<file path="config.mk">
export PLATFORM = sky130hd
export DESIGN_NAME = lsu_arbiter
export DESIGN_NICKNAME = d
export VERILOG_FILES = /design/src/rtl/lsu_arb_pkg.sv /design/src/rtl/lsu_arb_prio.sv /design/src/rtl/lsu_arbiter.sv
export SDC_FILE = /design/constraint.sdc
export NUM_CORES = 1
export LEC_CHECK = 0
export CORE_UTILIZATION = 36
export DETAILED_ROUTE_END_ITERATION = 12
export PLACE_DENSITY = 0.78
export SLEW_MARGIN = 10
export SYNTH_ARGS = -nofsm -noshare
export SYNTH_HDL_FRONTEND = slang
export SYNTH_SLANG_ARGS = --single-unit
</file>
<file path="constraint.sdc">
create_clock -name i_clk -period 6.5 [get_ports i_clk]
set_clock_uncertainty 0.15 [all_clocks]
set_input_delay 1.3 -clock i_clk [delete_from_list [all_inputs] [get_ports i_clk]]
set_output_delay 1.3 -clock i_clk [all_outputs]
set_load 0.005 [all_outputs]
</file>
<file path="src/rtl/lsu_arb_pkg.sv">
`default_nettype none
// ============================================================================
//  Module      : lsu_arb_pkg
//  Description : Shared types for the two-master LSU arbiter: arbitration
//                state, issue-stage owner tag and the registered LSU request.
//  Revision    : 1.0 - initial release
// ============================================================================
package lsu_arb_pkg;

  // Owner of the most recent grant
  typedef enum logic [1:0] {
    ARB_IDLE     = 2'd0,
    ARB_CORE     = 2'd1,
    ARB_DMA      = 2'd2,
    ARB_DMA_LOCK = 2'd3
  } arb_state_e;

  // Owner tag carried with a request through the issue and response stages
  typedef enum logic [1:0] {
    OWN_NONE = 2'b00,
    OWN_C    = 2'b01,
    OWN_D    = 2'b10
  } owner_e;

  typedef struct packed {
    logic [31:0] addr;
    logic [31:0] wdata;
    logic        wren;
    logic [2:0]  bmask;
  } lsu_req_t;

  // Bundle a requester's payload into one request word
  function automatic lsu_req_t pack_req(input logic [31:0] addr,
                                        input logic [31:0] wdata,
                                        input logic        wren,
                                        input logic [2:0]  bmask);
    lsu_req_t r;
    r.addr  = addr;
    r.wdata = wdata;
    r.wren  = wren;
    r.bmask = bmask;
    return r;
  endfunction

endpackage
`default_nettype wire

</file>
<file path="src/rtl/lsu_arb_prio.sv">
`default_nettype none
// ============================================================================
//  Module      : lsu_arb_prio
//  Description : Winner select for the LSU port. Core has fixed priority,
//                the DMA master is forced through after STARVE_LIMIT
//                consecutive core grants, and a DMA lock holds the port for
//                up to LOCK_MAX beats before yielding once to the core.
//  Revision    : 1.0 - initial release
// ============================================================================
module lsu_arb_prio
  import lsu_arb_pkg::*;
#(
  parameter int STARVE_LIMIT = 4,
  parameter int LOCK_MAX     = 8
) (
  input  logic clk,
  input  logic rst,
  input  logic c_valid,
  input  logic d_valid,
  input  logic d_lock,
  output logic grant_c,
  output logic grant_d
);

  localparam int SW = (STARVE_LIMIT < 1) ? 1 : $clog2(STARVE_LIMIT + 1);
  localparam int LW = (LOCK_MAX < 1) ? 1 : $clog2(LOCK_MAX + 1);
  localparam logic [SW-1:0] STARVE_MAX = SW'(STARVE_LIMIT);
  localparam logic [LW-1:0] LOCK_TOP   = LW'(LOCK_MAX);
  localparam logic [SW-1:0] STARVE_ONE = SW'(1);
  localparam logic [LW-1:0] LOCK_ONE   = LW'(1);

  arb_state_e    state, next_state;
  logic [SW-1:0] starve_cnt, next_starve;
  logic [LW-1:0] lock_cnt, next_lock;
  logic          win_c, win_d, hold;
  logic          lock_live;

  // Arbitration state and fairness counters
  always_ff @(posedge clk or posedge rst) begin
    if (rst) begin
      state      <= ARB_IDLE;
      starve_cnt <= '0;
      lock_cnt   <= '0;
    end else begin
      state      <= next_state;
      starve_cnt <= next_starve;
      lock_cnt   <= next_lock;
    end
  end

  // Winner select and next-state / counter update
  always_comb begin
    next_state  = state;
    next_starve = starve_cnt;
    next_lock   = lock_cnt;
    win_c       = 1'b0;
    win_d       = 1'b0;
    hold        = 1'b0;

    // The lock only binds while the burst is still under its beat budget
    lock_live = (state == ARB_DMA_LOCK) && (lock_cnt < LOCK_TOP);

    if (lock_live && d_valid) begin
      win_d = 1'b1;
    end else if ((starve_cnt == STARVE_MAX) && d_valid) begin
      win_d = 1'b1;
    end else if (lock_live && d_lock) begin
      // Locked master paused between beats: keep the port reserved for it
      hold = 1'b1;
    end else if (c_valid) begin
      win_c = 1'b1;
    end else if (d_valid) begin
      win_d = 1'b1;
    end

    if (win_d) begin
      next_starve = '0;
      if (d_lock) begin
        next_state = ARB_DMA_LOCK;
        // A beat taken after the budget ran out starts a fresh window
        next_lock  = (lock_cnt >= LOCK_TOP) ? LOCK_ONE : lock_cnt + LOCK_ONE;
      end else begin
        next_state = ARB_DMA;
        next_lock  = '0;
      end
    end else if (win_c) begin
      next_state  = ARB_CORE;
      next_lock   = '0;
      if (!d_valid)
        next_starve = '0;
      else if (starve_cnt != STARVE_MAX)
        next_starve = starve_cnt + STARVE_ONE;
    end else if (hold) begin
      next_starve = '0;
    end else begin
      next_state  = ARB_IDLE;
      next_lock   = '0;
      next_starve = '0;
    end

    // Nothing may be accepted while reset is asserted
    grant_c = win_c & ~rst;
    grant_d = win_d & ~rst;
  end

endmodule
`default_nettype wire

</file>
<file path="src/rtl/lsu_arbiter.sv">
`default_nettype none
// ============================================================================
//  Module      : lsu_arbiter
//  Description : Shares the single LSU port between the core datapath (C)
//                and a debug/DMA master (D). The granted request is
//                registered onto the LSU inputs; load data is captured one
//                cycle later and returned to its owner for exactly one cycle.
//  Revision    : 1.0 - initial release
// ============================================================================
module lsu_arbiter
  import lsu_arb_pkg::*;
#(
  parameter int STARVE_LIMIT = 4,
  parameter int LOCK_MAX     = 8
) (
  input  logic        i_clk,
  input  logic        i_reset,
  input  logic        i_c_valid,
  output logic        o_c_ready,
  input  logic [31:0] i_c_addr,
  input  logic [31:0] i_c_wdata,
  input  logic        i_c_wren,
  input  logic [2:0]  i_c_bmask,
  output logic        o_c_rvalid,
  output logic [31:0] o_c_rdata,
  input  logic        i_d_valid,
  output logic        o_d_ready,
  input  logic [31:0] i_d_addr,
  input  logic [31:0] i_d_wdata,
  input  logic        i_d_wren,
  input  logic [2:0]  i_d_bmask,
  output logic        o_d_rvalid,
  output logic [31:0] o_d_rdata,
  input  logic        i_d_lock,
  output logic [31:0] o_lsu_addr,
  output logic [31:0] o_lsu_st_data,
  output logic        o_lsu_wren,
  output logic [2:0]  o_lsu_bmask,
  input  logic [31:0] i_lsu_ld_data,
  output logic [1:0]  o_owner
);

  logic        grant_c, grant_d;
  lsu_req_t    sel_req;
  lsu_req_t    issue_req;
  logic        issue_valid;
  owner_e      issue_owner;
  logic        resp_valid;
  owner_e      resp_owner;
  logic [31:0] resp_data;

  lsu_arb_prio #(
    .STARVE_LIMIT (STARVE_LIMIT),
    .LOCK_MAX     (LOCK_MAX)
  ) u_prio (
    .clk     (i_clk),
    .rst     (i_reset),
    .c_valid (i_c_valid),
    .d_valid (i_d_valid),
    .d_lock  (i_d_lock),
    .grant_c (grant_c),
    .grant_d (grant_d)
  );

  assign o_c_ready = grant_c;
  assign o_d_ready = grant_d;

  // Payload mux for the winning requester
  always_comb begin
    sel_req = '0;
    if (grant_d)
      sel_req = pack_req(i_d_addr, i_d_wdata, i_d_wren, i_d_bmask);
    else if (grant_c)
      sel_req = pack_req(i_c_addr, i_c_wdata, i_c_wren, i_c_bmask);
  end

  // Issue stage: holds the accepted request for one cycle on the LSU inputs
  always_ff @(posedge i_clk or posedge i_reset) begin
    if (i_reset) begin
      issue_valid <= 1'b0;
      issue_owner <= OWN_NONE;
      issue_req   <= '0;
    end else if (grant_c || grant_d) begin
      issue_valid <= 1'b1;
      issue_owner <= grant_d ? OWN_D : OWN_C;
      issue_req   <= sel_req;
    end else begin
      issue_valid <= 1'b0;
      issue_owner <= OWN_NONE;
      issue_req   <= '0;
    end
  end

  // Response stage: captures the LSU's combinational load data at the end
  // of the issue cycle; stores return a zero data word
  always_ff @(posedge i_clk or posedge i_reset) begin
    if (i_reset) begin
      resp_valid <= 1'b0;
      resp_owner <= OWN_NONE;
      resp_data  <= '0;
    end else begin
      resp_valid <= issue_valid;
      resp_owner <= issue_owner;
      resp_data  <= (issue_valid && !issue_req.wren) ? i_lsu_ld_data : '0;
    end
  end

  assign o_lsu_addr    = issue_valid ? issue_req.addr  : '0;
  assign o_lsu_st_data = issue_valid ? issue_req.wdata : '0;
  assign o_lsu_bmask   = issue_valid ? issue_req.bmask : '0;
  assign o_lsu_wren    = issue_valid & issue_req.wren;
  assign o_owner       = issue_owner;

  assign o_c_rvalid = resp_valid && (resp_owner == OWN_C);
  assign o_d_rvalid = resp_valid && (resp_owner == OWN_D);
  assign o_c_rdata  = o_c_rvalid ? resp_data : '0;
  assign o_d_rdata  = o_d_rvalid ? resp_data : '0;

endmodule
`default_nettype wire
</file>
## Yosys cells after proc, flatten, opt, wreduce, memory -nomap -nowiden

Cells that the tools add are included.

| word-level totals | value |
|---|---|
| bits in registers | 115 |
| bits in latches | 0 |
| memory bits (writable) | 0 |
| bits in read-only memories | 0 |
| input bits | 173 |
| output and inout bits | 138 |
| logic and storage cells | 73 |
| memories | 0 |

| operators by class | value |
|---|---|
| $add $sub $neg | 2 |
| multiply operators | 0 |
| divide/modulo/power cells | 0 |
| magnitude comparators | 2 |
| equal/unequal tests | 7 |
| shift-type cells | 0 |
| muxes and demuxes | 37 |
| bitwise gates (word level) | 4 |
| reductions and logical operators | 9 |

Operator list:

| operator | count |
|---|---|
| $mux W68 | 3 |
| $mux W32 | 5 |
| $mux W4 | 5 |
| $mux W3 | 5 |
| $mux W1 | 14 |
| $mux W2 | 5 |
| $logic_and A1 B1 Y1 | 7 |
| $add A4 B1 Y4 const B | 1 |
| $eq A2 B2 Y1 const B | 2 |
| $ge A4 B4 Y1 const B | 1 |
| $lt A4 B4 Y1 const B | 1 |
| $ne A4 B4 Y1 const B | 1 |
| $add A3 B1 Y3 const B | 1 |
| $and A1 B1 Y1 | 3 |
| $eq A3 B3 Y1 const B | 1 |
| $ne A3 B1 Y1 const B | 1 |
| $ne A3 B3 Y1 const B | 1 |
| $eq A2 B1 Y1 const B | 1 |
| $logic_not A1 Y1 | 1 |
| $logic_or A1 B1 Y1 | 1 |
| $not A1 Y1 | 1 |

## Depth between registers and ports, before layout

Gate-level depths: netlist of the first run.

| logic depth | value |
|---|---|
| depth in word-level cells | 10 |
| gate-level depth with buffers | 6 |
| depth with buffers taken out | 5 |

## Modules after synthesis

Synthesis of the first run repeated with hierarchy kept, for this count alone.

| unflattened totals | value |
|---|---|
| cells, all modules | 467 |
| area, all modules | 4,997.3 um^2 |

Modules (own cells, without submodules):

| module | times used | cells an instance | area each (um^2) | sequential area each (um^2) |
|---|---|---|---|---|
| lsu_arbiter | 1 | 418 | 4,474.3 | 2,652.5 |
| lsu_arb_prio | 1 | 49 | 523.0 | 225.2 |

## Least setup slack after synthesis of the first run

Ideal clock, no wire load.

| path | value |
|---|---|
| path kind | input -> register |
| start | input port i_reset |
| end | register issue_req[60] (netlist bit) |
| arrival | 5,319 ps |
| required time | 6,245 ps |
| setup slack | 926 ps |
| stages on the path | 4 |
| buffers on the path | 1 |
| cell sequence | clkinv_1 -> clkbuf_1 -> nand2_1 -> o32ai_2 |

| on the way | value |
|---|---|
| cells in the longest elaborated chain, start to end | 5 |

Ends and longest elaborated chain:

| element | RTL line | RTL |
|---|---|---|
| start: declaration | lsu_arbiter.sv:17 | `input logic i_reset,` |
| $not A1 Y1 (*) | lsu_arb_prio.sv:102, lsu_arb_prio.sv:103 |  |
| $and A1 B1 Y1 | lsu_arb_prio.sv:102 | `grant_c = win_c & ~rst;` |
| $mux W68 | lsu_arbiter.sv:73 | `else if (grant_c)` |
| $mux W68 | lsu_arbiter.sv:71 | `if (grant_d)` |
| $mux W68 (*) | lsu_arbiter.sv:83 | `end else if (grant_c \|\| grant_d) begin` |
| end signal: assignment | lsu_arbiter.sv:86 | `issue_req <= sel_req;` |
| end: declaration | lsu_arbiter.sv:45 | `lsu_req_t issue_req;` |

Mark *: on every way between the ends. The rest lies on a longest branch, timed or not.
A chain may end at the register's enable or synchronous reset.

## Worst setup path after layout of the first run

| path | value |
|---|---|
| start | input port i_c_valid |
| end | output port o_c_ready |

| on the way | value |
|---|---|
| cells in the longest elaborated chain, start to end | 5 |

Ends and longest elaborated chain:

| element | RTL line | RTL |
|---|---|---|
| start: declaration | lsu_arbiter.sv:18 | `input logic i_c_valid,` |
| $mux W1 | lsu_arb_prio.sv:70 | `end else if (c_valid) begin` |
| $mux W1 | lsu_arb_prio.sv:67 | `end else if (lock_live && d_lock) begin` |
| $mux W1 | lsu_arb_prio.sv:65 | `end else if ((starve_cnt == STARVE_MAX) && d_valid) begin` |
| $mux W1 | lsu_arb_prio.sv:63 | `if (lock_live && d_valid) begin` |
| $and A1 B1 Y1 | lsu_arb_prio.sv:102 |  |
| end: declaration | lsu_arbiter.sv:19 | `output logic o_c_ready,` |

Every way passes these cells.

==> run_results.csv, run 1 <==
group,metric,value,unit
outcome,status,"complete, no violations",
logic_synthesis,synth_cells,577,
logic_synthesis,synth_top_area_frac,0.503,
setup_path,critPathBufInv,2,
sta,finalCriticalPeriod,4290,ps
pwr,powerDensity,223,nW/µm²
cells_and_area,fin_nets,1044,
setup_path,critPathMostFrequentCell,"clkdlybuf4s50_1",
cells_and_area,syn_to_final_growth,66.0,%
setup_path,crit_required,5050,ps
logic_synthesis,ys_async_sr_fraction,1.00,
pwr,p_leak,4.22,nW
logic_synthesis,yosysWarnings,0,
global_routing,grt_pass1_wl,26400,µm
clocking,cts_tree,"yes",
die,die_w,128,µm
sta,timing.final.hold_violations,0,
cells_and_area,drive_gt1_frac,0.0682,
setup_path,worst-setup-path-type,"in2out",
clocking,clkTransAtPathRegs,50,ps
setup_path,path_cells,"clkdlybuf4s50_1 > a21boi_2 > a32oi_4 > nor2_1 > clkdlybuf4s50_1",
routing,drt_pre_antenna_iters,4,
logic_synthesis,post_synth_fa_ha_maj_area_fraction,0.00874,
sta,slew_viol_final,0,
setup_path,crit_path_start_kind,"input port",
clocking,root_buffer,"clkbuf_16",
place,hpwl,11700,µm
sta,tightest_slew,1000,ps
cells_and_area,post-route-util,0.618,
global_routing,grt_max_degree,116,
routing,vias,5186,
logic_synthesis,syn_area,5730,µm²
logic_synthesis,synthMuxAreaShare,0,
die,coreArea,15400,µm²
logic_synthesis,synth-seq-cells,115,
setup_path,path_max_fanout,4,
logic_synthesis,yosysMostFrequentCell,"and2_1",
sta,relSlewSlack,0.328,
logic_synthesis,synthTopCellsByCount,"164 x and2_1, 115 x dfrtp_1, 74 x inv_1",
cells_and_area,diodes,0,
logic_synthesis,ys.flop_type,"dfrtp_1",
logic_synthesis,synth-compound-area-share,0.142,
global_routing,grt_usage,0.212,
cells_and_area,fillers,1330,
global_routing,grt_overflow,0,
clocking,ctsHoldBuffers,0,
setup_path,rr_worst_depth,2,
routing,drc,0,
place,gp_congestion,0.770,
sta,rsz0062_at_grt,"false",
routing,wire_per_inst,15.6,µm
logic_synthesis,yosys.area_share.xor_xnor,0.00306,
cells_and_area,multi_input_area,2290,µm²
logic_synthesis,yosysTopAreaCell,"dfrtp_1",
routing,via_per_inst,4.75,
logic_synthesis,synth-simple-area-share,0.245,
setup_path,cp_slowest_stage_delay,550,ps
die,placementRows,45,
routing,drtIter0Drc,267,
routing,drtAntennaViolNets,0,
logic_synthesis,synth-seq-area-share,0.503,
clocking,cts_buffers,17,
setup_path,crit_family,"buffers and inverters",
setup_path,cp.arrival,2840,ps
global_routing,grt_pass1_vias,5034,
logic_synthesis,synth_top_family_by_area,"simple AND/OR/NAND/NOR gates",
routing,wl,17100,µm
clocking,cts.sinks,115,
clocking,post_cts_buffers,0,
logic_synthesis,syn_area_per_cell,9.92,µm²
clocking,ctsResizeCount,0,
clocking,clockBufferDepth,2,
cells_and_area,regArea,2880,µm²
hold_path,whs_path_depth,0,
sta,fin_tns_setup,0,ps
clocking,clkLatencyLatePin,410,ps
logic_synthesis,synth_area_leaders,"dfrtp_1 50%, and2_1 18%, o32ai_1 8.4%, inv_1 4.9%, nand2_1 4.7%",
flow_run,cap_violations,0,
setup_path,crit_path_end_kind,"primary output",
sta,setup_viol,0,
sta,finalCritPeriodShare,0.660,
setup_path,crit_path_top_delay_cell,"clkdlybuf4s50_1",
die,initial_core_util,0.372,
logic_synthesis,yosys.cell_types.count,34,
global_routing,antenna_found_initial,0,
hold_path,hold_path.class,"reg2reg",
die,io_pins,311,
pwr,vdd_drop_max,0.161,mV
sta,max_freq,233,MHz
die,die_h,128,µm
setup_path,crit_cells,5,
clocking,htreeDepth,4,
logic_synthesis,synth_nets,754,
logic_synthesis,synth-edff-count,0,
die,die_area,16400,µm²
place,io_buffers,310,
[cells by family after synthesis]
family                   Yosys count
buffers and inverters            121
adder cells (fa/ha/maj)            4
AO/OA/AOI/OAI                     81
flip-flops                       115
AND/OR/NAND/NOR                  254
XOR/XNOR                           2
[final cells by class]
cell class | instances | area share
clock inverter | 13 | 0.0192
clock buffer | 19 | 0.0477
tap | 211 | 0.0278
inverter | 76 | 0.0306
multi-input combinational | 341 | 0.241
sequential | 115 | 0.303
timing repair buffer | 316 | 0.331
[report_power, final]
part | leakage, nW | switching, mW | internal [mW]
clock network | 0.301 | 0.340 | 0.660
registers | 1.51 | 0.0234 | 0.767
logic | 2.40 | 0.135 | 0.189
total | 4.22 | 0.499 | 1.62
[path summary, 6_finish.rpt]
path | end | slack (ps) | from
min in group asynchronous | resp_data[7]$_DFF_PP0_ | 1600 | i_reset
min reg2reg | resp_owner[1]$_DFF_PP0_ | 220 | o_owner[1]$_DFF_PP0_
min | resp_owner[1]$_DFF_PP0_ | 220 | o_owner[1]$_DFF_PP0_
max in group asynchronous | issue_req[25]$_DFF_PP0_ | 3570 | i_reset
max | o_c_ready | 2210 | i_c_valid
max reg2reg | resp_data[18]$_DFF_PP0_ | 4030 | issue_valid$_DFF_PP0_
[registers in the layout (all words and copies together), names as in the netlist]
register and cells:
issue_valid 1, issue_req 68, resp_data 32, u_prio.state 2, resp_owner 2, u_prio.lock_cnt 4, resp_valid 1, u_prio.starve_cnt 3
o_owner 2
[metrics by stage]
step / hold slack [ps] / cells / area, µm² / power [mW] / setup WS, ps
global route: 219 / 1091 / 9500 / 2.21 / 2120
global placement: 207 / 1059 / 8870 / 1.12 / 2220
floorplan: 226 / 577 / 5730 / 0.949 / 323
finish: 217 / 1091 / 9500 / 2.11 / 2210
CTS: 219 / 1091 / 9500 / 2.14 / 2200
detailed placement: 207 / 1059 / 8870 / 1.13 / 2210
[metal layers]
layer / GRT usage / wire, µm / vias to the layer above
met4: 0.0913 / 425 / 0
li1: - / - / 2450
met5: 0 / 0 / -
met1: 0.222 / 6290 / 2478
met2: 0.385 / 8930 / 223
met3: 0.0735 / 1420 / 35
[placed cells by master (no fill, tap or decap), types with 4 or more instances in the layout]
master,Yosys,final
bufinv_16,0,4
o32ai_2,13,13
buf_4,0,6
clkbuf_16,0,17
nand2_1,72,72
clkinvlp_4,0,4
o32ai_1,55,55
dfrtp_1,115,114
ha_1,4,4
clkdlybuf4s50_1,0,309
inv_1,74,74
nor2_1,8,8
and2_1,164,164
Note: power is estimated with default switching activity, not from simulation.
==> run 2, diff against run 1 <==
--- a/config.mk
+++ b/config.mk
@@ -5,9 +5,9 @@
 export SDC_FILE = /design/constraint.sdc
 export NUM_CORES = 1
 export LEC_CHECK = 0
-export CORE_UTILIZATION = 36
+export CORE_UTILIZATION = 39
 export DETAILED_ROUTE_END_ITERATION = 12
-export PLACE_DENSITY = 0.78
+export PLACE_DENSITY = 0.8
 export SLEW_MARGIN = 10
 export SYNTH_ARGS = -nofsm -noshare
 export SYNTH_HDL_FRONTEND = slang
==> constraint.sdc (replaced) <==
create_clock -name i_clk -period 4.34 [get_ports i_clk]
set_clock_uncertainty 0.15 [all_clocks]
set_input_delay 0.868 -clock i_clk [delete_from_list [all_inputs] [get_ports i_clk]]
set_output_delay 0.868 -clock i_clk [all_outputs]
set_load 0.005 [all_outputs]
==> run 2 against run 1 <==
Die area is 7.6% lower. Non-clock buffer count grew 1. Sequential share of layout area up 0.39 points. Critical endpoint unchanged. Flip-flop and latch count did not move. Critical path type unchanged. Count of clock-buffer cells in the layout is 6 higher. Highest routed layer unchanged. First-iteration DRC count shrank 13%. Cell count down 2.9%. Via count is 0.48% lower. Combinational power rose by 51%. Largest cell class unchanged. Routed wire length is 1.2% higher. Sequential power grew 49%. Total power grew 39%.
==> run_results.csv, run 2 (synthesized netlist as in run 1, its figures left out) <==
group,metric,value,unit
cells_and_area,final_cell_mix,"309 x clkdlybuf4s50_1, 164 x and2_1, 114 x dfrtp_1",
hold_path,hold_path.class,"reg2reg",
routing,vias,5161,
cells_and_area,regMostFlops,"issue_req",
clocking,post_cts_buffers,0,
cells_and_area,fin_nets,1045,
routing,drt_pre_antenna_iters,4,
die,die_w,123,µm
sta,slew_viol_final,0,
clocking,clkTransAtPathRegs,50,ps
pwr,p_leak,4.19,nW
global_routing,grt_util_met3,0.0807,
setup_path,worst-setup-path-type,"in2out",
cells_and_area,drive_gt1_frac,0.0637,
sta,max_freq,292,MHz
sta,tightest_slew,1040,ps
clocking,ctsResizeCount,0,
routing,wl,17300,µm
sta,relSlewSlack,0.307,
setup_path,crit_path_top_delay_cell,"clkdlybuf4s50_1",
flow_run,cap_violations,0,
setup_path,crit_family,"buffers and inverters",
die,initial_core_util,0.406,
pwr,vdd_drop_max,0.246,mV
sta,fin_tns_setup,0,ps
clocking,clockBufferDepth,2,
clocking,htreeDepth,4,
cells_and_area,final_cells,1059,
place,gp_congestion,0.803,
setup_path,critPathMostFrequentCell,"clkdlybuf4s50_1",
global_routing,grt_max_degree,89,
die,die_area,15200,µm²
sta,timing.final.hold_violations,0,
cells_and_area,final_common_cell,"clkdlybuf4s50_1",
sta,finalCritPeriodShare,0.789,
place,place_inst,1029,
sta,finalCriticalPeriod,3430,ps
die,coreArea,14100,µm²
setup_path,critPathBufInv,2,
clocking,ctsHoldBuffers,0,
global_routing,globalRoute.busiestLayer,"met2",
cells_and_area,top_regs,"issue_req: 68 flops, resp_data: 32 flops, u_prio.lock_cnt: 4 flops",
setup_path,path_cells,"clkdlybuf4s50_1 > a21boi_2 > a32oi_4 > nor2_1 > clkdlybuf4s50_1",
global_routing,met2_usage,0.416,
setup_path,crit_path_start_kind,"input port",
routing,wire_per_inst,16.3,µm
global_routing,grt_pass1_vias,5085,
die,die_h,123,µm
cells_and_area,diodes,0,
sta,setup_viol,0,
global_routing,antenna_found_initial,0,
pwr,powerDensity,313,nW/µm²
setup_path,rrSetupSlack,1860,ps
sta,rsz0062_at_grt,"false",
routing,drtAntennaViolNets,0,
global_routing,grt_use_met1,0.236,
clocking,root_buffer,"clkbuf_16",
outcome,status,"complete, no violations",
die,placementRows,43,
cells_and_area,fillers,1140,
clocking,cts_buffers,17,
sta,fin_ws,914,ps
setup_path,cp.arrival,2410,ps
place,io_buffers,310,
global_routing,grt_overflow,0,
setup_path,cp_slowest_stage_delay,560,ps
setup_path,path_max_fanout,4,
global_routing,grt_usage,0.232,
routing,drtIter0Drc,232,
die,io_pins,311,
clocking,clkLatencyLatePin,410,ps
global_routing,grt_pass1_wl,25900,µm
clocking,cts_tree,"yes",
place,place_ws,910,ps
routing,drc,0,
setup_path,crit_required,3320,ps
place,hpwl,12000,µm
setup_path,crit_path_end_kind,"primary output",
cells_and_area,syn_to_final_growth,63.8,%
cells_and_area,largest_reg_flops,68,
clocking,cts.sinks,115,
routing,via_per_inst,4.87,
[run 2: cell type report]
| type | instances | area (µm²) | area share |
|---|---|---|---|
| timing repair buffer | 317 | 3160 | 0.337 |
| sequential | 115 | 2880 | 0.307 |
| multi-input combinational | 341 | 2290 | 0.244 |
| clock buffer | 25 | 505 | 0.0539 |
| inverter | 76 | 290 | 0.0309 |
| tap | 180 | 225 | 0.0240 |
| clock inverter | 5 | 27.5 | 0.00293 |
[run 2: stage by stage]
| stage | util | hold WS, ps | total power [mW] | instance area (µm²) |
|---|---|---|---|---|
| 6_report | 0.665 | 225 | 2.93 | 9380 |
| 3_3_place_gp | 0.628 | 208 | 1.68 | 8850 |
| 3_5_place_dp | 0.628 | 215 | 1.69 | 8850 |
| 5_1_grt | 0.665 | 244 | 3.06 | 9380 |
| 2_1_floorplan | - | 226 | 1.42 | 5730 |
| 4_1_cts | 0.665 | 231 | 2.97 | 9380 |
[run 2: power by group]
group | switching [mW] | total, mW | leakage [nW] | internal [mW]
clock network | 0.468 | 1.26 | 0.265 | 0.793
registers | 0.0353 | 1.18 | 1.51 | 1.15
logic | 0.204 | 0.489 | 2.41 | 0.285
total | 0.707 | 2.93 | 4.19 | 2.23
[run 2: per-layer routing]
metal  vias up  share of wire
met5         -              0
met4         0          0.041
met3        45          0.079
met2       227           0.51
met1      2441           0.37
li1       2448              -
[run 2: worst paths after layout]
| kind | start | cells after the start | endpoint |
|---|---|---|---|
| worst max-delay path | i_c_valid | 5 | o_c_ready |
| worst min register to register | o_owner[1]$_DFF_PP0_ | 0 | resp_owner[1]$_DFF_PP0_ |
| min in group asynchronous | i_reset | 2 | u_prio.lock_cnt[1]$_DFFE_PP0P_ |
| worst min-delay path | o_owner[1]$_DFF_PP0_ | 0 | resp_owner[1]$_DFF_PP0_ |
| worst max register to register | issue_valid$_DFF_PP0_ | 2 | resp_data[17]$_DFF_PP0_ |
| max in group asynchronous | i_reset | 3 | issue_req[37]$_DFF_PP0_ |
[run 2: worst register-to-register path: stages (launching register included)]
cell	delay [ps]
dfrtp_2	980
nor2b_2	1010
and2_1	260
==> run 3, diff against run 2 <==
==> constraint.sdc (replaced) <==
create_clock -name i_clk -period 3.53 [get_ports i_clk]
set_clock_uncertainty 0.15 [all_clocks]
set_input_delay 0.706 -clock i_clk [delete_from_list [all_inputs] [get_ports i_clk]]
set_output_delay 0.706 -clock i_clk [all_outputs]
set_load 0.005 [all_outputs]
==> run 3 against run 2 <==
Via count is 0.72% lower. Hold slack worse by 22 ps. Cell area is 1.0% higher. Cell count is 0.57% higher. Routed wire length is 0.67% lower. Core utilization is 0.68 points higher. Combinational power is 25% higher. Global-route usage is 0.63 points lower. Total power is 29% higher. First-iteration DRC count is 13% higher. Highest routed layer unchanged. Critical path depth stayed put. Critical endpoint unchanged.
==> run_results.csv, run 3 (synthesized netlist as in run 1, its figures left out) <==
group,metric,value,unit
global_routing,grt_max_degree,72,
cells_and_area,regArea,2880,µm²
setup_path,cp.arrival,2250,ps
cells_and_area,regMostFlops,"issue_req",
routing,top_layer,"met4",
setup_path,r2r_start,"u_prio.starve_cnt[0]$_DFFE_PP0P_",
cells_and_area,post-route-util,0.672,
cells_and_area,top_regs,"issue_req: 68 flops, resp_data: 32 flops, u_prio.lock_cnt: 4 flops",
clocking,clkTransAtPathRegs,50,ps
die,coreArea,14100,µm²
cells_and_area,final_cell_mix,"309 x clkdlybuf4s50_1, 164 x and2_1, 114 x dfrtp_1",
clocking,cts_tree,"yes",
cells_and_area,syn_to_final_growth,65.5,%
sta,max_freq,322,MHz
place,place_ws,417,ps
sta,slew_viol_final,0,
cells_and_area,fillers,1158,
cells_and_area,fin_nets,1049,
place,gp_congestion,0.834,
setup_path,critPathBufInv,2,
routing,drtAntennaViolNets,0,
pwr,p_comb_frac,0.162,
pwr,netSwitchingFraction,0.233,
setup_path,crit_required,2670,ps
setup_path,r2r-end,"issue_req[31]$_DFF_PP0_",
clocking,post_cts_buffers,0,
routing,drtIter0Drc,261,
pwr,internal_power,2.89,mW
sta,fin_tns_setup,0,ps
global_routing,grt_overflow,0,
setup_path,crit_path_end_kind,"primary output",
setup_path,crit_cells,5,
clocking,ctsHoldBuffers,0,
routing,via_per_inst,4.81,
setup_path,rrSetupSlack,1210,ps
setup_path,crit_path_top_delay_cell,"clkdlybuf4s50_1",
routing,drt-met1-wl,6100,µm
pwr,p_leak,4.24,nW
die,io_pins,311,
setup_path,crit_family,"buffers and inverters",
clocking,root_buffer,"clkbuf_16",
die,initial_core_util,0.406,
routing,wl,17200,µm
place,hpwl,12300,µm
clocking,cts.sinks,115,
die,die_w,123,µm
sta,finalCriticalPeriod,3110,ps
global_routing,grt_pass1_wl,25200,µm
clocking,clkLatencyLatePin,410,ps
cells_and_area,final_common_cell,"clkdlybuf4s50_1",
routing,drt_pre_antenna_iters,4,
pwr,p_sw,0.880,mW
global_routing,antenna_found_initial,0,
routing,wire_per_inst,16.1,µm
outcome,status,"complete, no violations",
sta,finalCritPeriodShare,0.881,
place,io_buffers,310,
clocking,htreeDepth,4,
die,die_h,123,µm
sta,timing.final.hold_violations,0,
setup_path,critPathMostFrequentCell,"clkdlybuf4s50_1",
flow_run,cap_violations,0,
pwr,vdd_drop_max,0.270,mV
clocking,cts_buffers,17,
routing,wl_met2,9050,µm
setup_path,worst-setup-path-type,"in2out",
global_routing,grt_pass1_vias,4801,
die,die_area,15200,µm²
cells_and_area,fin_area,9480,µm²
pwr,powerDensity,398,nW/µm²
hold_path,hold_path.class,"in2async",
sta,setup_viol,0,
sta,relSlewSlack,0.309,
setup_path,path_max_fanout,4,
cells_and_area,multi_input_area,2290,µm²
pwr,seqPwrFrac,0.384,
place,placed_area,8880,µm²
sta,tightest_slew,1030,ps
setup_path,rr_worst_depth,6,
routing,drc,0,
sta,fin_hold_ws,203,ps
pwr,clkPwrFrac,0.454,
setup_path,cp_slowest_stage_delay,570,ps
sta,fin_ws,420,ps
cells_and_area,diodes,0,
routing,vias,5124,
setup_path,crit_path_start_kind,"input port",
cells_and_area,largest_reg_flops,68,
routing,wl_met3,1600,µm
clocking,clockBufferDepth,2,
cells_and_area,drive_gt1_frac,0.0723,
clocking,ctsResizeCount,0,
setup_path,path_cells,"clkdlybuf4s50_1 > a21boi_2 > a32oi_4 > nor2_1 > clkdlybuf4s50_1",
die,placementRows,43,
sta,rsz0062_at_grt,"false",
global_routing,grt_usage,0.226,
-- run 3: stage by stage --
stage               cells  total power, mW
detailed placement   1033             2.09
global placement     1033             2.08
finish               1065             3.77
floorplan             577             1.75
global route         1065             3.95
CTS                  1065             3.82
-- run 3: routing by layer --
layer  vias up  GRT usage
li1       2461          -
met1      2419      0.236
met2       221      0.404
met3        23     0.0867
met4         0     0.0911
met5         -          0
-- run 3: worst max-delay path by stage --
stage / from / to / slack (ps)
after floorplan: i_reset / issue_req[62]$_DFF_PP0_ / 520
after global placement: i_c_valid / o_c_ready / 450
after detailed placement: i_c_valid / o_c_ready / 420
after CTS: i_c_valid / o_c_ready / 420
after global routing: i_c_valid / o_c_ready / 340
final: i_c_valid / o_c_ready / 420
-- run 3: final cells by class --
cell class	instances	share of cell area
tap	180	0.0238
inverter	76	0.0306
clock inverter	9	0.0107
multi-input combinational	341	0.242
sequential	115	0.304
clock buffer	23	0.0525
timing repair buffer	321	0.337
-- run 3: worst register-to-register path, delay by kind of cell (launching register included) --
kind | cells | cell delay [ps]
flops | 1 | 370
buf+inv | 2 | 700
compound gates | 3 | 700
fa+ha+maj | 1 | 230
-- run 3: power groups by stage --
stage / logic (mW) / clock network, mW / registers, mW
2_1_floorplan: 0.293 / 0 / 1.45
3_3_place_gp: 0.608 / 0 / 1.47
3_5_place_dp: 0.616 / 0 / 1.47
4_1_cts: 0.619 / 1.75 / 1.45
5_1_grt: 0.665 / 1.82 / 1.46
6_report: 0.611 / 1.71 / 1.45
